===== src/rtl/txt_pkg.sv =====
// Shared constants, character codes and FSM encoding for the text-mode
// display memory writer.
package txt_pkg;

  localparam int COLS         = 40;
  localparam int ROWS         = 30;
  localparam int ADDR_W       = 12;
  localparam int CELLS        = COLS * ROWS;
  localparam int SCROLL_CELLS = COLS * (ROWS - 1);

  localparam logic [7:0] CH_SPACE = 8'h20;
  localparam logic [7:0] CH_BS    = 8'h08;
  localparam logic [7:0] CH_LF    = 8'h0A;
  localparam logic [7:0] CH_FF    = 8'h0C;
  localparam logic [7:0] CH_CR    = 8'h0D;

  localparam logic [5:0]        X_LAST      = 6'(COLS - 1);
  localparam logic [4:0]        Y_LAST      = 5'(ROWS - 1);
  localparam logic [ADDR_W-1:0] ROW_OFS     = ADDR_W'(COLS);
  localparam logic [ADDR_W-1:0] SCROLL_BASE = ADDR_W'(SCROLL_CELLS);
  localparam logic [ADDR_W-1:0] SCROLL_LAST = ADDR_W'(SCROLL_CELLS - 1);
  localparam logic [ADDR_W-1:0] CELLS_LAST  = ADDR_W'(CELLS - 1);

  typedef enum logic [2:0] {
    ST_IDLE,
    ST_WRITE,
    ST_SCROLL_RD,
    ST_SCROLL_WR,
    ST_CLR_ROW,
    ST_CLR_ALL
  } state_t;

  function automatic logic is_printable(input logic [7:0] c);
    return (c >= 8'h20) && (c <= 8'h7E);
  endfunction

endpackage


===== src/rtl/txt_addr_calc.sv =====
// Cell address of (row, col) in the 40-column grid: row*40 + col,
// written as shifts so it matches the renderer's layout formula.
module txt_addr_calc
  import txt_pkg::*;
(
  input  logic [4:0]        i_row,
  input  logic [5:0]        i_col,
  output logic [ADDR_W-1:0] o_addr
);

  logic [ADDR_W-1:0] w_row;
  logic [ADDR_W-1:0] w_col;

  assign w_row  = {{(ADDR_W-5){1'b0}}, i_row};
  assign w_col  = {{(ADDR_W-6){1'b0}}, i_col};
  assign o_addr = (w_row << 5) + (w_row << 3) + w_col;

endmodule


===== src/rtl/txt_writer.sv =====
// Byte-stream writer for the 40x30 text display memory: places characters,
// tracks the cursor, handles CR/LF/BS/FF and scrolls by copying rows up.
module txt_writer
  import txt_pkg::*;
(
  input  logic              clk,
  input  logic              clr,
  input  logic [7:0]        char_in,
  input  logic              char_valid,
  output logic              char_ready,
  output logic [ADDR_W-1:0] mem_addr,
  output logic [7:0]        mem_wdata,
  output logic              mem_we,
  output logic              mem_en,
  input  logic [7:0]        mem_rdata,
  output logic [5:0]        cursor_x,
  output logic [4:0]        cursor_y,
  output logic              busy
);

  state_t            r_state, w_state_next;
  logic [5:0]        r_x, w_x_next;
  logic [4:0]        r_y, w_y_next;
  logic [ADDR_W-1:0] r_cnt, w_cnt_next;
  logic [ADDR_W-1:0] r_waddr, w_waddr_next;
  logic [7:0]        r_wdata, w_wdata_next;
  logic              r_adv, w_adv_next;

  logic              w_accept;
  logic [5:0]        w_bs_x, w_tgt_x;
  logic [4:0]        w_bs_y, w_tgt_y;
  logic [ADDR_W-1:0] w_tgt_addr;

  assign char_ready = (r_state == ST_IDLE) && !clr;
  assign w_accept   = char_valid && char_ready;

  // Backspace target: step left, wrapping to the end of the previous row.
  always_comb begin
    w_bs_x = r_x;
    w_bs_y = r_y;
    if (r_x != 6'd0) begin
      w_bs_x = r_x - 6'd1;
    end else if (r_y != 5'd0) begin
      w_bs_x = X_LAST;
      w_bs_y = r_y - 5'd1;
    end
  end

  assign w_tgt_x = (char_in == CH_BS) ? w_bs_x : r_x;
  assign w_tgt_y = (char_in == CH_BS) ? w_bs_y : r_y;

  txt_addr_calc u_addr_calc (
    .i_row  (w_tgt_y),
    .i_col  (w_tgt_x),
    .o_addr (w_tgt_addr)
  );

  always_ff @(posedge clk) begin
    if (clr) begin
      r_state <= ST_IDLE;
    end else begin
      r_state <= w_state_next;
    end
  end

  always_ff @(posedge clk) begin
    if (clr) begin
      r_x     <= '0;
      r_y     <= '0;
      r_cnt   <= '0;
      r_waddr <= '0;
      r_wdata <= '0;
      r_adv   <= 1'b0;
    end else begin
      r_x     <= w_x_next;
      r_y     <= w_y_next;
      r_cnt   <= w_cnt_next;
      r_waddr <= w_waddr_next;
      r_wdata <= w_wdata_next;
      r_adv   <= w_adv_next;
    end
  end

  always_comb begin
    w_state_next = r_state;
    w_x_next     = r_x;
    w_y_next     = r_y;
    w_cnt_next   = r_cnt;
    w_waddr_next = r_waddr;
    w_wdata_next = r_wdata;
    w_adv_next   = r_adv;
    case (r_state)
      ST_IDLE: begin
        if (w_accept) begin
          if (is_printable(char_in)) begin
            w_state_next = ST_WRITE;
            w_waddr_next = w_tgt_addr;
            w_wdata_next = char_in;
            w_adv_next   = 1'b1;
          end else begin
            case (char_in)
              CH_CR: w_x_next = 6'd0;
              CH_LF: begin
                w_x_next = 6'd0;
                if (r_y != Y_LAST) begin
                  w_y_next = r_y + 5'd1;
                end else begin
                  w_state_next = ST_SCROLL_RD;
                  w_cnt_next   = '0;
                end
              end
              CH_BS: begin
                if ((r_x != 6'd0) || (r_y != 5'd0)) begin
                  w_x_next     = w_bs_x;
                  w_y_next     = w_bs_y;
                  w_waddr_next = w_tgt_addr;
                  w_wdata_next = CH_SPACE;
                  w_adv_next   = 1'b0;
                  w_state_next = ST_WRITE;
                end
              end
              CH_FF: begin
                w_state_next = ST_CLR_ALL;
                w_cnt_next   = '0;
              end
              default: ;
            endcase
          end
        end
      end
      ST_WRITE: begin
        w_state_next = ST_IDLE;
        if (r_adv) begin
          if (r_x != X_LAST) begin
            w_x_next = r_x + 6'd1;
          end else begin
            w_x_next = 6'd0;
            if (r_y != Y_LAST) begin
              w_y_next = r_y + 5'd1;
            end else begin
              w_state_next = ST_SCROLL_RD;
              w_cnt_next   = '0;
            end
          end
        end
      end
      ST_SCROLL_RD: w_state_next = ST_SCROLL_WR;
      ST_SCROLL_WR: begin
        if (r_cnt == SCROLL_LAST) begin
          w_state_next = ST_CLR_ROW;
          w_cnt_next   = SCROLL_BASE;
        end else begin
          w_state_next = ST_SCROLL_RD;
          w_cnt_next   = r_cnt + 1'b1;
        end
      end
      ST_CLR_ROW: begin
        if (r_cnt == CELLS_LAST) begin
          w_state_next = ST_IDLE;
          w_x_next     = 6'd0;
          w_y_next     = Y_LAST;
        end else begin
          w_cnt_next = r_cnt + 1'b1;
        end
      end
      ST_CLR_ALL: begin
        if (r_cnt == CELLS_LAST) begin
          w_state_next = ST_IDLE;
          w_x_next     = 6'd0;
          w_y_next     = 5'd0;
        end else begin
          w_cnt_next = r_cnt + 1'b1;
        end
      end
      default: w_state_next = ST_IDLE;
    endcase
  end

  // Scroll write data passes straight through from the read issued one cycle earlier.
  always_comb begin
    mem_we    = 1'b0;
    mem_en    = (r_state != ST_IDLE);
    mem_addr  = r_waddr;
    mem_wdata = r_wdata;
    case (r_state)
      ST_WRITE: mem_we = 1'b1;
      ST_SCROLL_RD: mem_addr = r_cnt + ROW_OFS;
      ST_SCROLL_WR: begin
        mem_we    = 1'b1;
        mem_addr  = r_cnt;
        mem_wdata = mem_rdata;
      end
      ST_CLR_ROW, ST_CLR_ALL: begin
        mem_we    = 1'b1;
        mem_addr  = r_cnt;
        mem_wdata = CH_SPACE;
      end
      default: ;
    endcase
  end

  assign cursor_x = r_x;
  assign cursor_y = r_y;
  assign busy     = (r_state != ST_IDLE);

endmodule


===== config.mk =====
export PLATFORM = sky130hd
export DESIGN_NAME = txt_writer
export DESIGN_NICKNAME = d
export VERILOG_FILES = /design/src/rtl/txt_pkg.sv /design/src/rtl/txt_addr_calc.sv /design/src/rtl/txt_writer.sv
export SDC_FILE = /design/constraint.sdc
export NUM_CORES = 1
export LEC_CHECK = 0
export ABC_AREA = 1
export BUFFER_PORTS_ARGS = -buffer_cell sky130_fd_sc_hd__buf_2
export CAP_MARGIN = 20
export CORE_MARGIN = 3
export CORE_UTILIZATION = 25
export DETAILED_ROUTE_END_ITERATION = 10
export GPL_TIMING_DRIVEN = 0
export PLACE_DENSITY = 0.42
export SYNTH_ARGS = -nofsm -noshare
export SYNTH_HDL_FRONTEND = slang
export SYNTH_SLANG_ARGS = --single-unit

===== constraint.sdc =====
create_clock -name clk -period 3.7 [get_ports clk]
set_input_delay 0.185 -clock clk [delete_from_list [all_inputs] [get_ports clk]]
set_output_delay 0.185 -clock clk [all_outputs]
set_load 0.05 [all_outputs]

## Word-level counts from Yosys, hierarchy flattened

Index checks and enable logic that the tools add are counted.

- Word-level logic and storage cells: 124
- Bits in registers: 47
- Output and inout port bits: 35
- Input port bits: 19

- Equality and inequality tests: 28
- Add/subtract/negate cells: 8
- Order comparisons: 2
- Reductions and logical operators: 23
- Muxes and demuxes: 56

Operators by type and width:

| cell | number |
|---|---|
| $mux 12 | 10 |
| $mux 5 | 11 |
| $mux 6 | 9 |
| $pmux 12 s2 | 2 |
| $pmux 12 s4 | 1 |
| $eq 8x4->1 const B | 4 |
| $eq 12x11->1 const B | 2 |
| $mux 8 | 3 |
| $pmux 5 s4 | 1 |
| $mux 3 | 6 |
| $pmux 6 s3 | 1 |
| $pmux 8 s2 | 1 |
| $pmux 3 s5 | 1 |
| $ne 2x2->1 const B | 7 |
| $reduce_and 7->1 | 2 |
| $add 11x6->12 | 1 |
| $add 12x1->12 const B | 1 |
| $add 12x6->12 const B | 1 |
| $pmux 6 s2 | 1 |
| $add 10x8->11 | 1 |
| $pmux 5 s2 | 1 |
| $pmux 3 s3 | 1 |
| $reduce_and 9->1 | 1 |
| $ge 8x6->1 const B | 1 |
| other kinds (32) | 47 |

## Logic depth before layout (Yosys ltp)

Gate-level depths: netlist of the first run.

- Depth in word-level cells: 9
- Depth in mapped cells: 18
- Depth with buffers taken out: 18

## Modules after synthesis

A second synthesis of the first run with hierarchy kept.

- Cells, all modules: 706
- Area total of the unflattened synthesis: 4,386.7 µm²

Modules (own cells, without submodules):

| module | instances | cells an instance | area each (µm²) | seq. area each (µm²) |
|---|---|---|---|---|
| txt_writer | 1 | 664 | 4,071.4 | 940.9 |
| txt_addr_calc | 1 | 42 | 315.3 | 0.0 |

## Worst setup path after synthesis of the first run

Ideal clock, no wire load.

- Path kind: register -> register
- Start point: register r_x[0], in the netlist cursor_x[0]
- End point: register r_waddr[10]
- Setup time: 0.064 ns
- Arrival: 3.359 ns
- Setup slack: 0.277 ns
- Data required time: 3.636 ns
- Period minus slack after synthesis: 3.423 ns
- Stages on the path, launching flop included: 18
- Buffers on the path: 0
- Cell sequence: dfxtp_1 -> inv_1 -> ha_1 -> inv_1 -> nor2_4 -> inv_1 -> nor2_1 -> nand2_1 -> nand2_1 -> nand3_1 -> o21ai_0 -> fa_1 -> inv_1 -> fa_1 -> o21ai_0 -> a21o_1 -> a21oi_1 -> nor2_1

- Cells in the longest elaborated chain, start to end: 8
- Elaborated cells between the ends (all ways): 15
- Classes of those cells: add/sub: 3; mux: 8; reduce/logical: 4

RTL lines:

| element | RTL line | text |
|---|---|---|
| start, declared | txt_writer.sv:22 | `logic [5:0] r_x, w_x_next;` |
| start signal, assigned | txt_writer.sv:75 | `r_x <= w_x_next;` |
| $reduce_bool 6->1 | txt_writer.sv:41, txt_writer.sv:113 |  |
| $mux 5 | txt_writer.sv:41 | `if (r_x != 6'd0) begin` |
| $mux 5 | txt_writer.sv:50 | `assign w_tgt_y = (char_in == CH_BS) ? w_bs_y : r_y;` |
| $add 10x8->11 | txt_addr_calc.sv:16 | `assign o_addr = (w_row << 5) + (w_row << 3) + w_col;` |
| $add 11x6->12 | txt_addr_calc.sv:16 |  |
| $mux 12 | txt_writer.sv:113 | `if ((r_x != 6'd0) \|\| (r_y != 5'd0)) begin` |
| $mux 12 | txt_writer.sv:101 | `case (char_in)` |
| $mux 12 | txt_writer.sv:95 | `if (is_printable(char_in)) begin` |
| end signal, assigned | txt_writer.sv:78 | `r_waddr <= w_waddr_next;` |
| end, declared | txt_writer.sv:25 | `logic [ADDR_W-1:0] r_waddr, w_waddr_next;` |

Several ways; a longest one is shown, not always the timed one. The select of a mux whose other input is x is not followed.
A chain may end at the register's enable or synchronous reset.

## Worst setup path in the final report of the first run

Same ends and word-level chain as after synthesis.

==> out/qor.yml, run 1 <==
multiInputGateArea_mm2: 0.00280
crit_type: "reg -> reg"
setup_tns_ps: 0
yosysTopAreaCell: "dfxtp_1"
crit_slowest_cell: "fa_1"
r2r_slack_ps: 300
detail-route-antenna-nets: 0
max_freq_ghz: 0.294
place_hpwl_mm: 11.8
powerDensity_mw_per_mm2: 250
num_io_pins: 54
htreeDepth: 2
antenna_found_initial: 0
synth_xor_area_share_pct: 1.68
viasPerCell: 4.85
cts_root_buf: "clkbuf_16"
synth_commonest_cells: "nand2_1 (181), nor2_1 (81), nand3_1 (68)"
syn-mean-instance-area_um2: 6.07
grt_pass1_wl_mm: 23.8
synth_mux_area_share_pct: 0
ys.flop_type: "dfxtp_1"
drc: 0
clock_sinks: 46
numCtsBuffers: 5
fillCellCount: 1862
grt_start_max_net_pins: 14
drive_above_1_share_pct: 16.8
critPathMaxFanout: 6
mappedNetlistNets: 724
nets: 785
crit_cells: 16
grt_overflow: 0
gp_congestion: 0.844
cp_cell_sequence: "inv_1 -> ha_1 -> inv_1 -> nor2_4 -> nand3_2 -> nor2_4 -> nor2_2 -> nand3_1 -> o21ai_0 -> fa_1 -> inv_1 -> fa_1 -> o21ai_1 -> a21o_1 -> a21oi_1 -> nor2_1"
synthTopCellsByArea: "dfxtp_1 (22%), nand2_1 (16%), nand3_1 (8.2%)"
clkSlewWorstSetupHoldPaths_ps: 70
initial_core_util_pct: 25.9
first_pass_iters: 4
setup_viol: 0
syn_area_mm2: 0.00417
synth_most_common_cell: "nand2_1"
yosys_warnings: 0
reg2reg_depth: 16
cts_tree: "yes"
synth_top_family_by_area: "simple AND/OR/NAND/NOR gates"
cp-startpoint: "cursor_x[0]$_SDFFE_PP0P_"
tightest_slew_ps: 625
skew_ps: 8.72
rsz0062_at_grt: "false"
fin_crit_ps: 3400
fp-row-count: 46
hold_buffers: 0
cts_buffer_depth: 2
total_power_mw: 1.21
power_leakage_nw: 2.31
critPathBufInv: 3
drv_cap: 0
path_common_cell: "inv_1"
drt_iter0_drc: 270
grt_pass1_vias: 4511
wl_per_cell_um: 15.4
status: "finished clean"
die_h_um: 135
rr_endpoint: "r_waddr[10]$_SDFFE_PP0P_"
diodes: 0
holdCritPathClass: "in -> reg"
die-area_mm2: 0.0183
synthCells: 687
arrival_ps: 3640
ys_types: 39
numPortBuffers: 52
worstReg2RegStart: "cursor_x[0]$_SDFFE_PP0P_"
core_mm2: 0.0161
clk_latency_ps: 300
worstSetupEndpointType: "flop"
area_delta_synth_final_pct: 16.4
period_share_pct: 91.8
crit_family: "adder cells"
ys_seq_area_share_pct: 22.1
cp-start-kind: "flop"
fp.dieW_um: 135
vdd_drop_max_mv: 0.161
vias: 4678
cpPeakStageDelay_ps: 590
critPathCapture: "r_waddr[10]$_SDFFE_PP0P_"
synth-seq-cells: 46
wirelength_mm: 14.9
synth-compound-area-share_pct: 17.8
regArea_um2: 921
hold_viol: 0
report.final.slew_viol_count: 0
relSlewSlack_pct: 58.0
synthAdderAreaFrac_pct: 5.76
utilization_pct: 30.1
cp.required_ps: 3940
grt_usage_pct: 16.4
yosys.area_share.simple_pct: 41.8
synth_edf_count: 0
synth_top_cell_area_share_pct: 22.1
synthArstFlopShare_pct: 0
[stage by stage]
step,hold WS [ps],cell area (um^2),std cells,worst slack [ps]
after floorplan,334,4170,687,277
after CTS,160,4840,962,71.0
after global placement,434,4700,955,114
after detailed placement,431,4700,955,81.8
after global routing,183,4850,964,9.61
final,167,4850,964,302
[where the power goes]
| group | switching (mW) | total [mW] | internal [mW] |
|---|---|---|---|
| combinational | 0.170 | 0.242 | 0.0718 |
| sequential | 0.00992 | 0.516 | 0.506 |
| clock | 0.210 | 0.455 | 0.245 |
| total | 0.390 | 1.21 | 0.823 |
[worst register-to-register path, cell delays in order, from the launching register on]
cell,delay [ps]
dfxtp_1,350
inv_1,170
ha_1,200
inv_1,70
nor2_4,140
nand3_2,190
nor2_4,190
nor2_2,100
nand3_1,90
o21ai_0,190
fa_1,590
inv_1,60
fa_1,460
o21ai_1,230
a21o_1,140
a21oi_1,60
nor2_1,100
[flip-flops by register name, summed over array words and instances (netlist names)]
| name | flops |
|---|---|
| r_waddr | 11 |
| cursor_x | 6 |
| cursor_y | 5 |
| r_cnt | 12 |
| r_adv | 1 |
| r_wdata | 8 |
| r_state | 3 |
[placed cells by master, fill, tap and decap left out, types with 5 or more instances in the layout]
cell and n:
o21ai_1 5, a21oi_1 40, buf_2 67, nor2_1 80, nand2_1 181, o211ai_1 13
clkbuf_1 8, nor2_4 8, o21ai_0 46, clkbuf_16 5, inv_1 62, a22o_1 6
buf_4 5, nor2_2 9, inv_2 9, ha_1 16, nand3_2 5, xor2_1 6
nand3_1 68, dfxtp_1 46, nand4_1 20, nor3_1 5
[logic make-up (layout without fill, tap and decap cells)]
logic type / Yosys count / in the layout
buffers and inverters: 104 / 165
xor gates and xnor gates: 8 / 8
AOI/OAI and AO/OA: 127 / 127
and+or+nand+nor: 384 / 384
adders and majority gates: 18 / 18
DFF: 46 / 46
[worst min path at each step]
| stage | start | end | depth (start not counted) |
|---|---|---|---|
| 2_1_floorplan | char_in[0] | r_wdata[0]$_SDFFE_PP0P_ | 2 |
| 3_3_place_gp | r_wdata[7]$_SDFFE_PP0P_ | r_wdata[7]$_SDFFE_PP0P_ | 2 |
| 3_5_place_dp | r_wdata[7]$_SDFFE_PP0P_ | r_wdata[7]$_SDFFE_PP0P_ | 2 |
| 4_1_cts | char_in[4] | r_wdata[4]$_SDFFE_PP0P_ | 3 |
| 5_1_grt | char_in[3] | r_wdata[3]$_SDFFE_PP0P_ | 3 |
| 6_report | char_in[4] | r_wdata[4]$_SDFFE_PP0P_ | 3 |
[metal layers]
layer / track usage [%] / up-vias / routed length, um
li1: - / 2395 / -
met1: 22.2 / 2127 / 7090
met2: 26.2 / 122 / 6770
met3: 2.90 / 34 / 618
met4: 6.22 / 0 / 386
met5: 0 / - / 0
[timing repair]
item | 4_1_cts | 5_1_grt
hold endpoints to repair | 0 | 0
endpoints found under the setup margin | 0 | 2
resized for setup | 0 | 2
setup buffers | 0 | 2
[layout make-up]
| type | instances | area share (%) |
|---|---|---|
| sequential | 46 | 19.0 |
| buffer | 30 | 3.43 |
| inverter | 74 | 5.88 |
| clock buffer | 5 | 2.58 |
| clock inverter | 2 | 0.206 |
| timing repair buffer | 54 | 5.67 |
| multi-input combinational | 537 | 57.7 |
| tap | 216 | 5.57 |
No activity file was read; power rests on OpenSTA's default activity.
==> run 2: changes to the inputs <==
--- a/config.mk
+++ b/config.mk
@@ -9,10 +9,10 @@
 export BUFFER_PORTS_ARGS = -buffer_cell sky130_fd_sc_hd__buf_2
 export CAP_MARGIN = 20
 export CORE_MARGIN = 3
-export CORE_UTILIZATION = 25
+export CORE_UTILIZATION = 27
 export DETAILED_ROUTE_END_ITERATION = 10
 export GPL_TIMING_DRIVEN = 0
-export PLACE_DENSITY = 0.42
+export PLACE_DENSITY = 0.44
 export SYNTH_ARGS = -nofsm -noshare
 export SYNTH_HDL_FRONTEND = slang
 export SYNTH_SLANG_ARGS = --single-unit
==> constraint.sdc (replaced) <==
create_clock -name clk -period 3.7 [get_ports clk]
set_input_delay 0.185 -clock clk [delete_from_list [all_inputs] [get_ports clk]]
set_output_delay 0.185 -clock clk [all_outputs]
set_load 0.02 [all_outputs]
==> run 2 against run 1 <==
  * Sequential share of layout area up 0.12 points
  * Critical path type unchanged
  * Sequential power about the same
  * Fmax up 0.56%
  * Highest routed layer unchanged
==> out/qor.yml, run 2 (synthesis gave the netlist of run 1 again) <==
post-route-cell-area_mm2: 0.00482
fp-row-count: 44
fin_crit_ps: 3380
pre_cts_ws_ps: 94.9
wirelength_mm: 14.4
final_cell_mix: "nand2_1 (181), nor2_1 (80), nand3_1 (68)"
grt_pass1_wl_mm: 22.6
die-area_mm2: 0.0170
powerDensity_mw_per_mm2: 251
cts_tree: "yes"
cts_buffer_depth: 2
worst_slack_ps: 321
holdCritPathClass: "in -> reg"
fp.dieW_um: 130
clock_sinks: 46
antenna_found_initial: 0
finalNonFillerCells: 931
rr_endpoint: "r_waddr[10]$_SDFFE_PP0P_"
fillCellCount: 1688
grt_use_met2_pct: 26.2
cts_setup_buffers: 0
power_leakage_nw: 2.30
grt_pass1_vias: 4276
clockPowerShare_pct: 40.4
relSlewSlack_pct: 42.4
worstSetupEndpointType: "flop"
arrival_ps: 3630
status: "finished clean"
period_share_pct: 91.3
top_usage_layer: "met2"
num_io_pins: 54
numCtsBuffers: 5
reg2reg_depth: 16
grt_use_met3_pct: 3.36
cp-startpoint: "cursor_x[0]$_SDFFE_PP0P_"
layout_commonest_cell: "nand2_1"
drv_cap: 0
htreeDepth: 2
dpl_cell_area_mm2: 0.00466
regMostFlops: "r_cnt"
nets: 783
critPathMaxFanout: 6
core_mm2: 0.0148
cp-start-kind: "flop"
setup_viol: 0
initial_core_util_pct: 28.2
rsz0062_at_grt: "false"
r2r_slack_ps: 320
worstReg2RegStart: "cursor_x[0]$_SDFFE_PP0P_"
hold_buffers: 0
numPortBuffers: 52
gp_congestion: 0.899
diodes: 0
p_comb_share_pct: 17.1
setup_tns_ps: 0
power_frac_seq_pct: 42.5
die_h_um: 130
tightest_slew_ps: 864
vias: 4700
p_switching_mw: 0.370
clkSlewWorstSetupHoldPaths_ps: 70
grt.met1_usage_pct: 24.7
report.final.slew_viol_count: 0
vdd_drop_max_mv: 0.149
crit_type: "reg -> reg"
cp.required_ps: 3950
grt_overflow: 0
grt_usage_pct: 17.1
max_freq_ghz: 0.296
multiInputGateArea_mm2: 0.00281
grt_start_max_net_pins: 15
detail-route-antenna-nets: 0
regArea_um2: 921
drive_above_1_share_pct: 16.7
placed_cells: 923
largest_registers: "r_cnt x12, r_waddr x11, r_wdata x8"
wl_per_cell_um: 15.4
utilization_pct: 32.6
drt_iter0_drc: 332
viasPerCell: 5.05
area_delta_synth_final_pct: 15.6
skew_ps: 9.96
drc: 0
cts_root_buf: "clkbuf_16"
sw_frac_of_total_pct: 30.5
first_pass_iters: 5
critPathCapture: "r_waddr[10]$_SDFFE_PP0P_"
place_hpwl_mm: 11.3
hold_viol: 0
internal_power_mw: 0.842
clk_latency_ps: 310
largest_reg_flops: 12
run 2: cell types whose count changed in the layout (fill, tap and decap cells not counted), sizes merged:
cell      delta
clkinvlp     +1
clkbuf       +1
clkinv       -1
buf          -2
run 2: cell type report:
type	count	area share (%)
clock inverters	2	0.259
well taps	184	4.77
repair buffers	52	5.40
flip-flops and latches	46	19.1
clock buffers	6	2.88
plain buffers	30	3.45
multi-input cells	537	58.2
inverters	74	5.92
run 2: timing repair:
item / 4_1_cts / 5_1_grt
hold endpoints to repair: 0 / 0
gates resized for setup: 0 / 4
setup endpoints to repair: 0 / 3
run 2: worst max-delay path, cell delays in order (launching register included):
cell and delay (ps):
dfxtp_1 360, inv_1 170, ha_1 200, inv_1 70
nor2_4 160, nand3_4 150, nor2_4 190, nor2_2 110
nand2_1 80, o21ai_0 170, fa_1 570, inv_1 70
fa_1 460, o21ai_1 230, a21o_1 150, a21oi_1 60
nor2_1 100
run 2: stage by stage:
step           hold WS [ps]  power (mW)
5_1_grt                 162        1.27
6_report                162        1.21
2_1_floorplan           334       0.666
3_5_place_dp            443       0.732
3_3_place_gp            437       0.730
4_1_cts                 159        1.22
run 2: how the worst min path moves through the flow:
stage	from	endpoint	slack, ps	cells after the start
2_1_floorplan	char_in[0]	r_wdata[0]$_SDFFE_PP0P_	330	2
3_3_place_gp	r_wdata[7]$_SDFFE_PP0P_	r_wdata[7]$_SDFFE_PP0P_	440	2
3_5_place_dp	r_wdata[7]$_SDFFE_PP0P_	r_wdata[7]$_SDFFE_PP0P_	440	2
4_1_cts	char_in[2]	r_wdata[2]$_SDFFE_PP0P_	160	3
5_1_grt	char_in[4]	r_wdata[4]$_SDFFE_PP0P_	160	3
6_report	char_in[2]	r_wdata[2]$_SDFFE_PP0P_	160	3
run 2: per-layer routing:
metal  share of wire [%]  wire length [um]  vias up
li1                    -                 -     2408
met1                  50              7130     2142
met2                  43              6190      137
met3                 5.8               835       13
met4                 1.5               215        0
met5                   0                 0        -
run 2: power groups by stage:
stage               combinational [mW]  sequential [mW]  clock [mW]
CTS                              0.206            0.515       0.500
floorplan                        0.138            0.528           0
detailed placement               0.205            0.527           0
global route                     0.232            0.517       0.519
finish                           0.207            0.515       0.489
global placement                 0.203            0.527           0
==> run 3: changes to the inputs <==
--- a/config.mk
+++ b/config.mk
@@ -10,8 +10,10 @@
 export CAP_MARGIN = 20
 export CORE_MARGIN = 3
 export CORE_UTILIZATION = 27
+export CTS_BUF_LIST = sky130_fd_sc_hd__clkbuf_2 sky130_fd_sc_hd__clkbuf_4 sky130_fd_sc_hd__clkbuf_8
 export DETAILED_ROUTE_END_ITERATION = 10
 export GPL_TIMING_DRIVEN = 0
+export MAX_ROUTING_LAYER = met4
 export PLACE_DENSITY = 0.44
 export SYNTH_ARGS = -nofsm -noshare
 export SYNTH_HDL_FRONTEND = slang
==> run 3 against run 2 <==
  * Combinational power about the same
  * Power decreased by 12%
  * Clock skew increased by 3.0 ps
  * Via count decreased by 0.53%
  * Non-clock buffer count unchanged
  * Sequential power about the same
  * Die area unchanged
  * Critical endpoint unchanged
==> out/qor.yml, run 3 (synthesis gave the netlist of run 1 again) <==
status: "finished clean"
wirelength_mm: 14.3
cts_root_buf: "clkbuf_8"
p_switching_mw: 0.348
finalNonFillerCells: 931
clockPowerShare_pct: 32.6
p_comb_share_pct: 19.3
largest_registers: "r_cnt x12, r_waddr x11, r_wdata x8"
worstSetupEndpointType: "flop"
powerDensity_mw_per_mm2: 225
critPathBufInv: 3
drv_cap: 0
hold_buffers: 0
nets: 783
initial_core_util_pct: 28.2
worst_slack_ps: 308
grt_start_max_net_pins: 15
layout_commonest_cell: "nand2_1"
crit_type: "reg -> reg"
diodes: 0
hold_slack_ps: 139
largest_reg_flops: 12
power_frac_seq_pct: 48.1
grt_overflow: 0
crit_slowest_cell: "fa_1"
cp_cell_sequence: "inv_1 -> ha_1 -> inv_1 -> nor2_4 -> nand3_4 -> nor2_4 -> nor2_2 -> nand2_1 -> o21ai_0 -> fa_1 -> inv_1 -> fa_1 -> o21ai_1 -> a21o_1 -> a21oi_1 -> nor2_1"
setup_viol: 0
htreeDepth: 2
grt_usage_pct: 17.6
max_freq_ghz: 0.295
fp-row-count: 44
viasPerCell: 5.02
core_mm2: 0.0148
die_h_um: 130
total_power_mw: 1.07
num_io_pins: 54
fin_crit_ps: 3390
sw_frac_of_total_pct: 32.5
vias: 4675
detail-route-antenna-nets: 0
rsz0062_at_grt: "false"
hold_viol: 0
arrival_ps: 3660
path_common_cell: "inv_1"
antenna_found_initial: 0
final_cell_mix: "nand2_1 (181), nor2_1 (80), nand3_1 (68)"
report.final.slew_viol_count: 0
numPortBuffers: 52
cts_buffer_depth: 2
cts_setup_buffers: 0
post-route-cell-area_mm2: 0.00477
grt_pass1_vias: 4305
cp.required_ps: 3970
grt_pass1_wl_mm: 22.6
cp-start-kind: "flop"
utilization_pct: 32.2
internal_power_mw: 0.724
regMostFlops: "r_cnt"
die-area_mm2: 0.0170
power_leakage_nw: 2.28
fp.dieW_um: 130
numCtsBuffers: 5
clkSlewWorstSetupHoldPaths_ps: 100
drt_iter0_drc: 361
clock_sinks: 46
area_delta_synth_final_pct: 14.3
clk_latency_ps: 330
wl_per_cell_um: 15.4
dpl_cell_area_mm2: 0.00466
place_hpwl_mm: 11.3
skew_ps: 13.0
crit_family: "adder cells"
cpPeakStageDelay_ps: 570
holdCritPathClass: "in -> reg"
drive_above_1_share_pct: 16.7
vdd_drop_max_mv: 0.151
ctsResizeCount: 0
placed_cells: 923
setup_tns_ps: 0
pre_cts_ws_ps: 94.9
cts_tree: "yes"
period_share_pct: 91.7
critPathMaxFanout: 6
r2r_slack_ps: 310
first_pass_iters: 5
drc: 0
relSlewSlack_pct: 44.0
gp_congestion: 0.915
tightest_slew_ps: 840
-- run 3: cell counts in the layout (fill, tap and decap cells not counted) --
No cell type changed its count.
-- run 3: power by group through the flow --
stage / clock (mW) / sequential, mW / combinational (mW)
detailed placement: 0 / 0.527 / 0.205
CTS: 0.370 / 0.515 / 0.206
global placement: 0 / 0.527 / 0.203
global route: 0.386 / 0.517 / 0.232
finish: 0.350 / 0.515 / 0.207
floorplan: 0 / 0.528 / 0.138
-- run 3: worst paths after layout --
check                                              start                       end  cells past startpoint
worst max-delay path            cursor_x[0]$_SDFFE_PP0P_  r_waddr[10]$_SDFFE_PP0P_                     16
worst min-delay path                          char_in[2]   r_wdata[2]$_SDFFE_PP0P_                      3
worst max register to register  cursor_x[0]$_SDFFE_PP0P_  r_waddr[10]$_SDFFE_PP0P_                     16
worst min register to register   r_wdata[7]$_SDFFE_PP0P_   r_wdata[7]$_SDFFE_PP0P_                      2
-- run 3: worst min-delay path, cell delays in order --
cell     delay, ps
buf_2          110
nand2_1         60
a21oi_1         60
-- run 3: final cells by class --
class                      count  area [um^2]
fill                        1689        10000
multi-input combinational    537         2810
sequential                    46          921
inverter                      74          285
timing repair buffer          52          260
tap                          184          230
buffer                        30          166
clock buffer                   6         82.6
clock inverter                 2         12.5
-- run 3: routing by layer --
metal / global-route usage, % / wire, um / vias up
li1: - / - / 2407
met1: 24.9 / 7200 / 2148
met2: 26.1 / 6220 / 108
met3: 2.46 / 685 / 12
met4: 4.83 / 211 / 0
met5: - / 0 / -
